===== src/rtl/div_sequencer.sv =====
// Sequences one signed division through an unsigned magnitude divider:
// clears it, starts it, waits for completion or a timeout, then fixes up and signs the result.
module div_sequencer #(
  parameter int n   = 8,
  parameter int p   = 8,
  parameter int TMO = 32
) (
  input  logic         clk,
  input  logic         reset,
  input  logic         in_valid,
  output logic         in_ready,
  input  logic [n-1:0] a,
  input  logic [n-1:0] b,
  output logic         div_clr,
  output logic         div_start,
  output logic [p-1:0] div_x,
  output logic [p-1:0] div_y,
  input  logic [p-1:0] div_quotient,
  input  logic [p-1:0] div_remainder,
  input  logic         div_done,
  output logic         out_valid,
  input  logic         out_ready,
  output logic [p-1:0] quo,
  output logic [p-1:0] rem,
  output logic         dbz,
  output logic         err
);

  localparam int CW = $clog2(TMO + 1);

  typedef enum logic [2:0] {IDLE, CLR, START, WAIT, FIX, SIGN, OUT} state_t;

  state_t        state;
  logic [CW-1:0] cnt;
  logic          sa;
  logic          sb;
  logic [n-1:0]  mag_b;
  logic [p-1:0]  quo_m;
  logic [p-1:0]  rem_m;
  logic [n-1:0]  abs_a;
  logic [n-1:0]  abs_b;

  // Unsigned n-bit magnitudes; the most negative value maps onto 2^(n-1).
  assign abs_a    = a[n-1] ? -a : a;
  assign abs_b    = b[n-1] ? -b : b;
  assign in_ready = (state == IDLE);

  always_ff @(posedge clk or negedge reset) begin
    if (!reset) begin
      state     <= IDLE;
      cnt       <= '0;
      sa        <= 1'b0;
      sb        <= 1'b0;
      mag_b     <= '0;
      quo_m     <= '0;
      rem_m     <= '0;
      div_clr   <= 1'b0;
      div_start <= 1'b0;
      div_x     <= '0;
      div_y     <= '0;
      out_valid <= 1'b0;
      quo       <= '0;
      rem       <= '0;
      dbz       <= 1'b0;
      err       <= 1'b0;
    end else begin
      div_clr   <= 1'b0;
      div_start <= 1'b0;
      case (state)
        IDLE: begin
          if (in_valid) begin
            sa    <= a[n-1];
            sb    <= b[n-1];
            mag_b <= abs_b;
            dbz   <= 1'b0;
            err   <= 1'b0;
            if (b == '0) begin
              // Divide by zero never reaches the divider.
              quo       <= '1;
              rem       <= p'(signed'(a));
              dbz       <= 1'b1;
              out_valid <= 1'b1;
              state     <= OUT;
            end else begin
              div_x   <= p'(abs_a);
              div_y   <= p'(abs_b);
              div_clr <= 1'b1;
              state   <= CLR;
            end
          end
        end
        CLR: begin
          div_start <= 1'b1;
          cnt       <= '0;
          state     <= START;
        end
        START: state <= WAIT;
        WAIT: begin
          if (div_done) begin
            quo_m <= div_quotient;
            rem_m <= div_remainder;
            div_x <= '0;
            div_y <= '0;
            state <= FIX;
          end else if (cnt == CW'(TMO - 1)) begin
            quo       <= '0;
            rem       <= '0;
            err       <= 1'b1;
            out_valid <= 1'b1;
            div_x     <= '0;
            div_y     <= '0;
            state     <= OUT;
          end else begin
            cnt <= cnt + CW'(1);
          end
        end
        FIX: begin
          // A negative raw remainder means the quotient overshot by one.
          if (rem_m[p-1]) begin
            rem_m <= rem_m + p'(mag_b);
            quo_m <= quo_m - p'(1);
          end
          state <= SIGN;
        end
        SIGN: begin
          quo       <= (sa ^ sb) ? -quo_m : quo_m;
          rem       <= sa ? -rem_m : rem_m;
          out_valid <= 1'b1;
          state     <= OUT;
        end
        OUT: begin
          if (out_ready) begin
            out_valid <= 1'b0;
            state     <= IDLE;
          end
        end
        default: state <= IDLE;
      endcase
    end
  end

endmodule


===== config.mk =====
export PLATFORM = sky130hd
export DESIGN_NAME = div_sequencer
export DESIGN_NICKNAME = d
export VERILOG_FILES = /design/src/rtl/div_sequencer.sv
export SDC_FILE = /design/constraint.sdc
export NUM_CORES = 1
export LEC_CHECK = 0
export CORE_ASPECT_RATIO = 1.4
export CORE_MARGIN = 3
export CORE_UTILIZATION = 54
export CTS_BUF_LIST = sky130_fd_sc_hd__clkbuf_4 sky130_fd_sc_hd__clkbuf_8
export CTS_CLUSTER_SIZE = 8
export DETAILED_ROUTE_END_ITERATION = 12
export PLACE_DENSITY = 0.87
export SYNTH_ARGS = -nofsm -noshare
export SYNTH_HDL_FRONTEND = slang
export SYNTH_SLANG_ARGS = --single-unit

===== constraint.sdc =====
create_clock -name clk -period 2.4 [get_ports clk]
set_input_delay 0.6 -clock clk [delete_from_list [all_inputs] [get_ports clk]]
set_output_delay 0.6 -clock clk [all_outputs]
set_load 0.005 [all_outputs]

# == After elaboration in Yosys (flattened, before gate mapping) ==
# Cells that the tools add are included.
# word_totals
ff_bits,72
in_bits,37
out_inout_bits,38
wordCells,105
# classes
add_sub_neg,7
eq_ne,17
n_mux,47
bitwise_logic,1
n_reduce_logical,16
# op_table
cell,count
$mux 8,19
$pmux 8 s2,4
$pmux 8 s3,2
$neg 8->8,4
$pmux 3 s7,1
$ne 2x2->1 const B,8
$mux 3,5
$mux 6,2
$pmux 6 s2,1
$mux 1,11
$eq 3x3->1 const B,3
$reduce_and 3->1,3
$add 8x8->8,1
$logic_not 8->1,1
$reduce_and 4->1,2
$sub 8x1->8 const B,1
$add 6x1->6 const B,1
$eq 3x2->1 const B,2
$eq 6x5->1 const B,1
$reduce_and 6->1,1
$reduce_bool 2->1,3
$reduce_and 5->1,1
$pmux 1 s4,1
$reduce_and 2->1,2
8 further kinds,8

# == Logic depth before layout (Yosys ltp) ==
# Gate-level depths: netlist (run 1).
# depth
depth_word,5
ltp_mapped,8

# == Least setup slack after synthesis (run 1) ==
# Ideal clock, no wire load.
# synth_timing
path_type,input port to flip-flop
startpoint,input b[0]
endpoint,register rem[6]
setup_ns,0.120
arrival_ns,2.317
slack_ns,-0.037
cell_stages,8
n_path_buf,1
path_cell_list,inv_1 ha_1 or3b_4 or3_4 a221o_2 buf_6 nand2_1 o21ai_2
# synth_between
elab_chain_len,3
# synth_lines
element,line,rtl
"start, declared",13,"input logic [n-1:0] b,"
$logic_not 8->1,77,if (b == '0) begin
$ne 2x1->1 (no line),n/a,
$reduce_and 5->1 (no line),n/a,
"end signal, assigned",80,rem <= p'(signed'(a));
"end signal, assigned",127,rem <= sa ? -rem_m : rem_m;
"end, declared",24,"output logic [p-1:0] rem,"
# Every way passes these cells.
# A chain may end at the register's enable or synchronous reset.

# == Worst setup path in the final report (run 1) ==
# layout_timing
startpoint,input b[4]
endpoint,register rem[3]
# The elaborated chain is that of the path after synthesis.

==> impl_metrics.py, run 1 <==
metrics = {
    "outcome": {
        "status": "complete, no violations",
    },
    "yosys": {
        "syn_area_mm2": 0.004074,
        "synthesis.nets": 489,
        "synth_edf_count": 0,
        "synth_cells": 439,
        "synth_seq_area_share_pct": 44.23,
        "syn_avg_cell_area_um2": 9.280,
        "synth_top_cell_by_area": "dfrtp_1",
        "ys_seq_elements": 72,
        "ys_warn_count": 0,
        "synth_cell_types": 60,
        "yosys_most_used_dff": "dfrtp_1",
        "yosys-top-cells-count": "72 x dfrtp_1, 59 x nand2_1, 37 x o21ai_0",
        "synth_top_area_share_pct": 44.23,
        "synth_most_common_cell": "dfrtp_1",
        "synthTopCellsByArea": "dfrtp_1 44%, nand2_1 5.4%, o21ai_0 4.5%",
        "synthArstFlopShare_pct": 100.0,
    },
    "route": {
        "drt_iter0_markers": 303,
        "dr_total_vias": 3719,
        "wl_um": 10470,
        "vias_per_cell": 5.847,
        "routedWlPerCell_um": 16.46,
        "dr.pass1.iters": 5,
        "drc": 0,
        "ant_nets": 0,
    },
    "cells_and_area": {
        "postLayoutCellArea_mm2": 0.005340,
        "nNetsFinal": 586,
        "ff_latch_area_mm2": 0.001803,
        "nFillCells": 515,
        "drive_gt1_share_pct": 15.90,
        "multi_input_area_mm2": 0.002122,
        "syn_to_final_growth_pct": 31.08,
        "num_antenna_cells": 0,
    },
    "critical_path": {
        "cp_data_arrival_time_ps": 2570,
        "cp_slowest_stage_delay_ps": 480,
        "cp.required_ps": 2640,
        "crit_type": "primary input to register",
        "critPathLaunchType": "primary input",
        "cp-end-kind": "register",
        "critPathMaxFanout": 7,
        "slowest_stage": "a221o_4",
        "path_cells": "clkdlybuf4s50_1 > or3_1 > or3_4 > a221o_4 > buf_16 > nand2_2 > o21ai_2",
    },
    "floorplan": {
        "die_y_um": 108.8,
        "start_util_pct": 56.88,
        "core_area_mm2": 0.007162,
        "die_x_um": 79.41,
        "dieArea_mm2": 0.008637,
        "num_rows": 36,
        "io_pins": 75,
    },
    "clock_network": {
        "cts_inserted_buffers": 9,
        "clk_pin_slew_worst_paths_ps": 80,
        "tritoncts": "done",
        "cts_hold_buf": 0,
        "clk_latency_ps": 370,
        "cts_sinks": 72,
        "root_buffer": "clkbuf_8",
        "htree_levels": 3,
        "cts_buffer_depth": 2,
    },
    "grt": {
        "antenna_found_initial": 0,
        "overflow": 0,
        "grt_max_degree": 73,
        "grt_pass1_vias": 3571,
        "grt_usage_pct": 25.60,
        "grt_pass1_wl_um": 17030,
    },
    "placed_design": {
        "io_buffers": 74,
        "dp_hpwl_um": 7362,
        "dpl_cell_area_mm2": 0.005070,
        "gp_congestion": 0.9363,
    },
    "power_and_ir_drop": {
        "leakagePower_uw": 0.002437,
        "power.density_mw_per_mm2": 1253,
        "ir_drop_mv": 0.6196,
    },
    "run": {
        "cap_violations": 0,
    },
    "sta": {
        "finalMaxSlewViolations": 0,
        "fin_crit_ps": 2332,
        "tightest_slew_ps": 810.2,
        "skew_ps": 10.34,
        "whs_ps": 249.8,
        "rsz0062_at_grt": "false",
        "period_share_pct": 97.16,
        "hold_viol_final": 0,
        "setup_viol": 0,
        "fmax_ghz": 0.4288,
        "relSlewSlack_pct": 45.99,
    },
    "worst_hold_path": {
        "hold_class": "primary input to asynchronous set/reset pin",
    },
}
worst max-delay path, delay by kind of cell:
| kind | cells | cell delay (ps) |
|---|---|---|
| simple gates | 3 | 850 |
| compound gates | 2 | 530 |
| buf+inv | 2 | 580 |
layout make-up:
cell class	instances	share of cell area, %
repair buffers	109	19.85
clock inverters	4	0.3749
flip-flops and latches	72	33.76
well taps	95	2.226
inverters	17	1.195
multi-input cells	327	39.74
clock buffers	12	2.858
registers in the layout (all words and copies together) (netlist names), 3 cells and up:
signal,count
quo,8
quo_m,8
div_x,8
cnt,6
rem_m,8
state,3
div_y,8
mag_b,8
rem,8
routing by layer:
| layer | vias to the layer above | share of wire, % | global-route usage, % |
|---|---|---|---|
| met1 | 1797 | 40 | 29.38 |
| li1 | 1767 | - | - |
| met2 | 124 | 51 | 44.16 |
| met4 | 0 | 3.5 | 12.65 |
| met3 | 31 | 5.0 | 6.446 |
| met5 | - | 0 | 0 |
logic make-up after synthesis:
| family | after synthesis | synth area share [%] |
|---|---|---|
| mux | 4 | 1.044 |
| xor+xnor | 28 | 6.020 |
| compound gates | 151 | 24.72 |
| flops | 72 | 44.23 |
| fa+ha+maj | 13 | 4.177 |
| buf+inv | 40 | 4.300 |
| simple gates | 131 | 15.51 |
stage by stage:
stage | setup WS (ps) | TNS [ps] | power, uW | util, % | cells
after floorplan | 23.31 | 0 | 4361 | - | 439
after global placement | -419.9 | -12170 | 5406 | 70.79 | 615
after detailed placement | -490.5 | -14190 | 5565 | 70.79 | 615
after CTS | 5.447 | 0 | 6669 | 74.41 | 636
after global routing | 26.46 | 0 | 7224 | 74.56 | 636
final | 68.07 | 0 | 6693 | 74.56 | 636
worst paths after layout:
path	cells after the start	start	endpoint	slack [ps]
setup / recovery	7	b[4]	rem[3]	70
hold / removal	2	reset	div_x[1]	250
setup reg to reg	7	rem_m[0]	rem_m[6]	300
hold reg to reg	2	div_x[4]	div_x[4]	480
max in group asynchronous	2	reset	rem_m[0]	1830
min in group clk	2	div_x[4]	div_x[4]	480
repair_timing:
item                       in CTS  in global routing
pin swaps                       2                  2
setup endpoints to repair      16                 17
gates cloned                    2                  0
setup buffers                   3                  0
resized for setup               8                  5
where the power goes:
part | leakage [uW] | switching [uW] | total [uW] | internal (uW)
logic | 0.00144 | 1750 | 3560 | 1810
clock network | 0.0000967 | 462 | 882 | 420
registers | 0.000904 | 527 | 2250 | 1720
total | 0.00244 | 2740 | 6690 | 3960
layout by cell type, fill, tap and decap left out, types with 3 or more instances in the layout:
| cell | n |
|---|---|
| a31oi_1 | 4 |
| clkbuf_8 | 10 |
| o31ai_1 | 5 |
| nand2_1 | 54 |
| o21ai_0 | 37 |
| o21ai_2 | 14 |
| nor2b_1 | 4 |
| clkdlybuf4s50_1 | 70 |
| nand2b_1 | 3 |
| a21oi_1 | 32 |
| or4_1 | 3 |
| a32oi_1 | 3 |
| nor2_1 | 25 |
| a21o_1 | 16 |
| ha_1 | 11 |
| or3_1 | 8 |
| o21a_1 | 3 |
| clkinv_2 | 4 |
| nand3_1 | 10 |
| nand2_2 | 5 |
| xnor2_1 | 11 |
| nor3_1 | 4 |
| dfrtp_1 | 71 |
| o211ai_1 | 5 |
| xor2_1 | 17 |
| dlygate4sd2_1 | 3 |
| buf_4 | 31 |
| a22oi_1 | 7 |
| a211oi_1 | 5 |
| inv_1 | 16 |
Power figures use the tool's default switching activity.
==> inputs of run 2 (changes only) <==
--- a/config.mk
+++ b/config.mk
@@ -7,11 +7,12 @@
 export LEC_CHECK = 0
 export CORE_ASPECT_RATIO = 1.4
 export CORE_MARGIN = 3
-export CORE_UTILIZATION = 54
+export CORE_UTILIZATION = 62
 export CTS_BUF_LIST = sky130_fd_sc_hd__clkbuf_4 sky130_fd_sc_hd__clkbuf_8
 export CTS_CLUSTER_SIZE = 8
 export DETAILED_ROUTE_END_ITERATION = 12
-export PLACE_DENSITY = 0.87
+export DONT_BUFFER_PORTS = 1
+export PLACE_DENSITY = 0.83
 export SYNTH_ARGS = -nofsm -noshare
 export SYNTH_HDL_FRONTEND = slang
 export SYNTH_SLANG_ARGS = --single-unit
==> run 2 against run 1 <==
Net effect:
- critical path depth is the same
- global-route usage increased by 1.2 points
- first-iteration DRC count shrank 25%
==> impl_metrics.py, run 2 (same netlist as run 1, synthesis figures left out) <==
metrics = {
    "floorplan": {
        "num_rows": 34,
        "die_x_um": 74.51,
        "dieArea_mm2": 0.007593,
        "start_util_pct": 64.71,
        "core_area_mm2": 0.006296,
        "io_pins": 75,
        "die_y_um": 101.9,
    },
    "run": {
        "cap_violations": 0,
    },
    "clock_network": {
        "clk_latency_ps": 360,
        "cts_sinks": 72,
        "cts_inserted_buffers": 9,
        "root_buffer": "clkbuf_8",
        "cts.repair.resized": 0,
        "clk_pin_slew_worst_paths_ps": 80,
        "cts_buffer_depth": 2,
        "postCtsSetupRepairBufs": 0,
        "tritoncts": "done",
        "htree_levels": 3,
    },
    "critical_path": {
        "critPathTopFamily": "compound AO/OA/AOI/OAI gates",
        "slowest_stage": "dfrtp_1",
        "critPathMaxFanout": 6,
        "path_cells": "ha_1 > fa_1 > a211oi_1 > o21bai_1 > a21oi_1 > xor2_1 > o211ai_1",
        "path_buf_inv": 0,
        "cp-end-kind": "register",
        "rrSetupSlack_ps": 250,
        "crit_type": "register to register",
        "cp.required_ps": 2630,
        "r2r_end": "rem_m[6]",
        "reg2reg_depth": 7,
        "cp_slowest_stage_delay_ps": 450,
        "cp_data_arrival_time_ps": 2380,
        "worst-path-stages": 7,
        "critPathLaunchType": "register",
        "worstReg2RegStart": "rem_m[0]",
    },
    "cells_and_area": {
        "postLayoutCellArea_mm2": 0.004425,
        "most-common-layout-cells": "72 x dfrtp_1, 59 x nand2_1, 37 x o21ai_0",
        "instances_no_fill": 521,
        "drive_gt1_share_pct": 13.36,
        "layout_commonest_cell": "dfrtp_1",
        "syn_to_final_growth_pct": 8.630,
        "num_antenna_cells": 0,
        "nNetsFinal": 494,
    },
    "grt": {
        "grtUsageMet3_pct": 7.382,
        "overflow": 0,
        "grt_pass1_wl_um": 15560,
        "busiest_layer": "met2",
        "grt_use_met2_pct": 45.97,
        "grt_usage_pct": 26.78,
        "use_met1_pct": 30.51,
        "antenna_found_initial": 0,
        "grt_pass1_vias": 3347,
        "grt_max_degree": 73,
    },
    "outcome": {
        "status": "complete, no violations",
    },
    "placed_design": {
        "dp_hpwl_um": 6910,
        "gp_congestion": 0.9390,
        "dpl_cell_area_mm2": 0.004188,
        "io_buffers": 0,
        "dp_cells": 504,
    },
    "worst_hold_path": {
        "hold_class": "primary input to asynchronous set/reset pin",
    },
    "sta": {
        "rsz0062_at_grt": "false",
        "period_share_pct": 89.38,
        "setup_viol": 0,
        "fmax_ghz": 0.4662,
        "tightest_slew_ps": 789.5,
        "hold_viol_final": 0,
        "skew_ps": 10.20,
        "whs_ps": 120.9,
        "relSlewSlack_pct": 47.36,
        "finalMaxSlewViolations": 0,
        "tns_ps": 0,
        "fin_crit_ps": 2145,
    },
    "power_and_ir_drop": {
        "power.density_mw_per_mm2": 1368,
        "ir_drop_mv": 0.6904,
        "leakagePower_uw": 0.002061,
        "total_power_uw": 6056,
    },
    "route": {
        "dr_total_vias": 3368,
        "vias_per_cell": 6.464,
        "dr.pass1.iters": 5,
        "drc": 0,
        "drt_iter0_markers": 228,
        "routedWlPerCell_um": 18.21,
        "ant_nets": 0,
        "wl_um": 9490,
    },
}
-- run 2: cell types whose count changed in the layout (fill, tap and decap cells not counted), moves of 3 or more --
| cell | delta |
|---|---|
| buf_4 | -16 |
| clkdlybuf4s50_1 | -70 |
| clkinv_2 | -3 |
| dlygate4sd2_1 | -3 |
| nand2_1 | +5 |
| nand2_2 | -5 |
-- run 2: stage by stage --
stage,utilization [%],setup slack [ps]
finish,70.29,254.8
global placement,66.51,15.92
CTS,70.29,270.4
detailed placement,66.51,-59.93
floorplan,-,23.31
global route,70.29,94.86
-- run 2: what timing repair did --
action	in CTS	in global routing
endpoints found under the hold margin	72	0
hold buffers	1	0
setup endpoints to repair	0	0
-- run 2: worst max-delay path by stage --
stage	from	end	slack [ps]
after detailed placement	b[0]	rem[1]	-60
after CTS	rem_m[0]	rem_m[6]	270
after floorplan	b[0]	rem[6]	20
final	rem_m[0]	rem_m[6]	250
after global placement	b[0]	rem[1]	20
after global routing	rem_m[0]	rem_m[6]	90
-- run 2: final cells by class --
cell class / count / area (um^2)
multi-input cells: 327 / 2100
fillers: 458 / 1871
flip-flops and latches: 72 / 1802
repair buffers: 17 / 160.2
clock buffers: 12 / 158.9
well taps: 72 / 90.09
inverters: 17 / 63.81
clock inverters: 4 / 51.30
-- run 2: per-layer routing --
metal	share of wire (%)	vias to the layer above
met5	0	-
met4	3.4	0
met3	5.7	31
met2	52	122
met1	39	1631
li1	-	1584
-- run 2: where the power goes --
| group | switching [uW] | internal, uW |
|---|---|---|
| Clock | 459 | 550 |
| Sequential | 580 | 1720 |
| Combinational | 1550 | 1200 |
-- run 2: worst register-to-register path, delay by kind of cell (launching register included) --
kind	cells	cell delay [ps]
compound gates	4	710
flops	1	450
xor+xnor	1	200
fa+ha+maj	2	670
==> inputs of run 3 (changes only) <==
--- a/config.mk
+++ b/config.mk
@@ -5,14 +5,16 @@
 export SDC_FILE = /design/constraint.sdc
 export NUM_CORES = 1
 export LEC_CHECK = 0
+export CELL_PAD_IN_SITES_DETAIL_PLACEMENT = 1
+export CELL_PAD_IN_SITES_GLOBAL_PLACEMENT = 1
 export CORE_ASPECT_RATIO = 1.4
 export CORE_MARGIN = 3
-export CORE_UTILIZATION = 62
+export CORE_UTILIZATION = 54
 export CTS_BUF_LIST = sky130_fd_sc_hd__clkbuf_4 sky130_fd_sc_hd__clkbuf_8
 export CTS_CLUSTER_SIZE = 8
 export DETAILED_ROUTE_END_ITERATION = 12
 export DONT_BUFFER_PORTS = 1
-export PLACE_DENSITY = 0.83
+export PLACE_DENSITY = 0.93
 export SYNTH_ARGS = -nofsm -noshare
 export SYNTH_HDL_FRONTEND = slang
 export SYNTH_SLANG_ARGS = --single-unit
==> constraint.sdc (replaced) <==
create_clock -name clk -period 2.5 [get_ports clk]
set_input_delay 0.625 -clock clk [delete_from_list [all_inputs] [get_ports clk]]
set_output_delay 0.625 -clock clk [all_outputs]
set_load 0.005 [all_outputs]
==> run 3 against run 2 <==
Net effect:
- clock skew about the same
- largest cell class unchanged
- sequential power down 2%
- sequential share of layout area is 0.18 points lower
- non-clock buffer count shrank 1
- worst hold slack gained 25 ps
- flip-flop and latch count stayed put
==> impl_metrics.py, run 3 (same netlist as run 1, synthesis figures left out) <==
metrics = {
    "clock_network": {
        "clk_pin_slew_worst_paths_ps": 80,
        "cts_sinks": 72,
        "cts_inserted_buffers": 9,
        "clk_latency_ps": 360,
        "postCtsSetupRepairBufs": 0,
        "root_buffer": "clkbuf_8",
        "cts_buffer_depth": 2,
        "htree_levels": 3,
        "tritoncts": "done",
    },
    "grt": {
        "grt_pass1_wl_um": 19940,
        "grt_usage_pct": 30.37,
        "overflow": 0,
        "grt_pass1_vias": 3843,
        "antenna_found_initial": 0,
        "grt_max_degree": 73,
    },
    "cells_and_area": {
        "postLayoutCellArea_mm2": 0.004446,
        "num_antenna_cells": 0,
        "drive_gt1_share_pct": 13.17,
        "nNetsFinal": 493,
        "syn_to_final_growth_pct": 9.122,
        "most-common-layout-cells": "72 x dfrtp_1, 59 x nand2_1, 37 x o21ai_0",
        "instances_no_fill": 543,
        "final_core_util_pct": 62.07,
        "layout_commonest_cell": "dfrtp_1",
    },
    "critical_path": {
        "crit_type": "primary input to register",
        "critPathMaxFanout": 30,
        "critPathLaunchType": "primary input",
        "cp.required_ps": 2750,
        "slowest_stage": "a221o_2",
        "cp-end-kind": "register",
        "path_cells": "inv_1 > ha_1 > or3b_4 > or3_4 > a221o_2 > buf_12 > nand2_1 > o21ai_2",
        "cp_data_arrival_time_ps": 2480,
        "cp_slowest_stage_delay_ps": 460,
    },
    "sta": {
        "tns_ps": 0,
        "finalMaxSlewViolations": 0,
        "period_share_pct": 89.18,
        "setup_viol": 0,
        "fin_crit_ps": 2229,
        "tightest_slew_ps": 808.5,
        "fmax_ghz": 0.4485,
        "relSlewSlack_pct": 45.71,
        "rsz0062_at_grt": "false",
        "hold_viol_final": 0,
        "skew_ps": 10.69,
    },
    "placed_design": {
        "dp_cells": 526,
        "dpl_cell_area_mm2": 0.004207,
        "gp_congestion": 0.8355,
        "io_buffers": 0,
        "dp_hpwl_um": 8163,
    },
    "power_and_ir_drop": {
        "p_sw_uw": 2706,
        "intPower_uw": 3343,
        "leakagePower_uw": 0.002064,
        "power_frac_seq_pct": 37.3,
        "netSwitchingFraction_pct": 44.74,
        "ir_drop_mv": 0.6508,
        "power.density_mw_per_mm2": 1361,
        "combPwrFrac_pct": 46.4,
        "total_power_uw": 6049,
        "clkPwrFrac_pct": 16.3,
    },
    "route": {
        "drc": 0,
        "routedWlPerCell_um": 22.02,
        "wl_um": 11960,
        "dr.pass1.iters": 4,
        "dr_total_vias": 3431,
        "ant_nets": 0,
        "drt_iter0_markers": 255,
        "vias_per_cell": 6.319,
    },
    "floorplan": {
        "dieArea_mm2": 0.008637,
        "core_area_mm2": 0.007162,
        "die_y_um": 108.8,
        "start_util_pct": 56.88,
        "io_pins": 75,
        "die_x_um": 79.41,
        "num_rows": 36,
    },
    "outcome": {
        "status": "complete, no violations",
    },
    "worst_hold_path": {
        "hold_class": "primary input to asynchronous set/reset pin",
    },
    "run": {
        "cap_violations": 0,
    },
}
-- run 3: cell types whose count changed in the layout (fill, tap and decap cells not counted), sizes merged --
cell      delta
buf          -1
clkbuf       +1
clkinv       +1
clkinvlp     -1
inv          -1
-- run 3: final timing paths --
check / from / to / slack [ps] / depth (start not counted)
worst max-delay path: b[0] / rem[0] / 270 / 8
worst min-delay path: reset / div_x[3] / 150 / 1
worst max register to register: rem_m[0] / rem_m[6] / 320 / 7
worst min register to register: mag_b[3] / mag_b[3] / 510 / 1
max in group asynchronous: reset / cnt[1] / 2040 / 1
min in group clk: div_quotient[0] / quo_m[0] / 390 / 2
-- run 3: worst max-delay path: cells and delay by family --
kind / cells / cell delay, ps
buffers and inverters: 2 / 250
adders and majority gates: 1 / 190
and+or+nand+nor: 3 / 880
AOI/OAI and AO/OA: 2 / 520
-- run 3: metrics by stage --
| step | setup slack, ps | hold WS [ps] |
|---|---|---|
| 2_1_floorplan | 37.68 | 329.4 |
| 3_3_place_gp | 2.736 | 331.9 |
| 3_5_place_dp | -87.14 | 331.8 |
| 4_1_cts | 277.8 | 154.3 |
| 5_1_grt | 137.5 | 160.7 |
| 6_report | 270.6 | 145.9 |
-- run 3: area by class of cell --
cell class / instances / area, um^2
well taps: 95 / 118.9
multi-input cells: 327 / 2102
clock inverters: 3 / 40.04
fillers: 818 / 2716
repair buffers: 16 / 152.6
clock buffers: 13 / 166.4
inverters: 17 / 63.81
flip-flops and latches: 72 / 1802
-- run 3: routing by layer --
layer	up-vias	share of wire [%]	GRT usage [%]
li1	1584	-	-
met1	1679	36	33.03
met2	122	54	54.16
met3	46	5.2	5.702
met4	0	4.9	18.43
met5	-	0	0
-- run 3: repair_timing --
item	CTS	global route
setup endpoints to repair	0	1
endpoints found under the hold margin	72	0
hold buffers	1	0
gates resized for setup	0	1
-- run 3: power groups by stage --
stage               Sequential [uW]  Combinational, uW  Clock [uW]
floorplan                      2000               2190           0
global placement               2210               2450           0
detailed placement             2250               2680           0
CTS                            2240               2790         996
global route                   2320               3160        1050
finish                         2260               2810         984
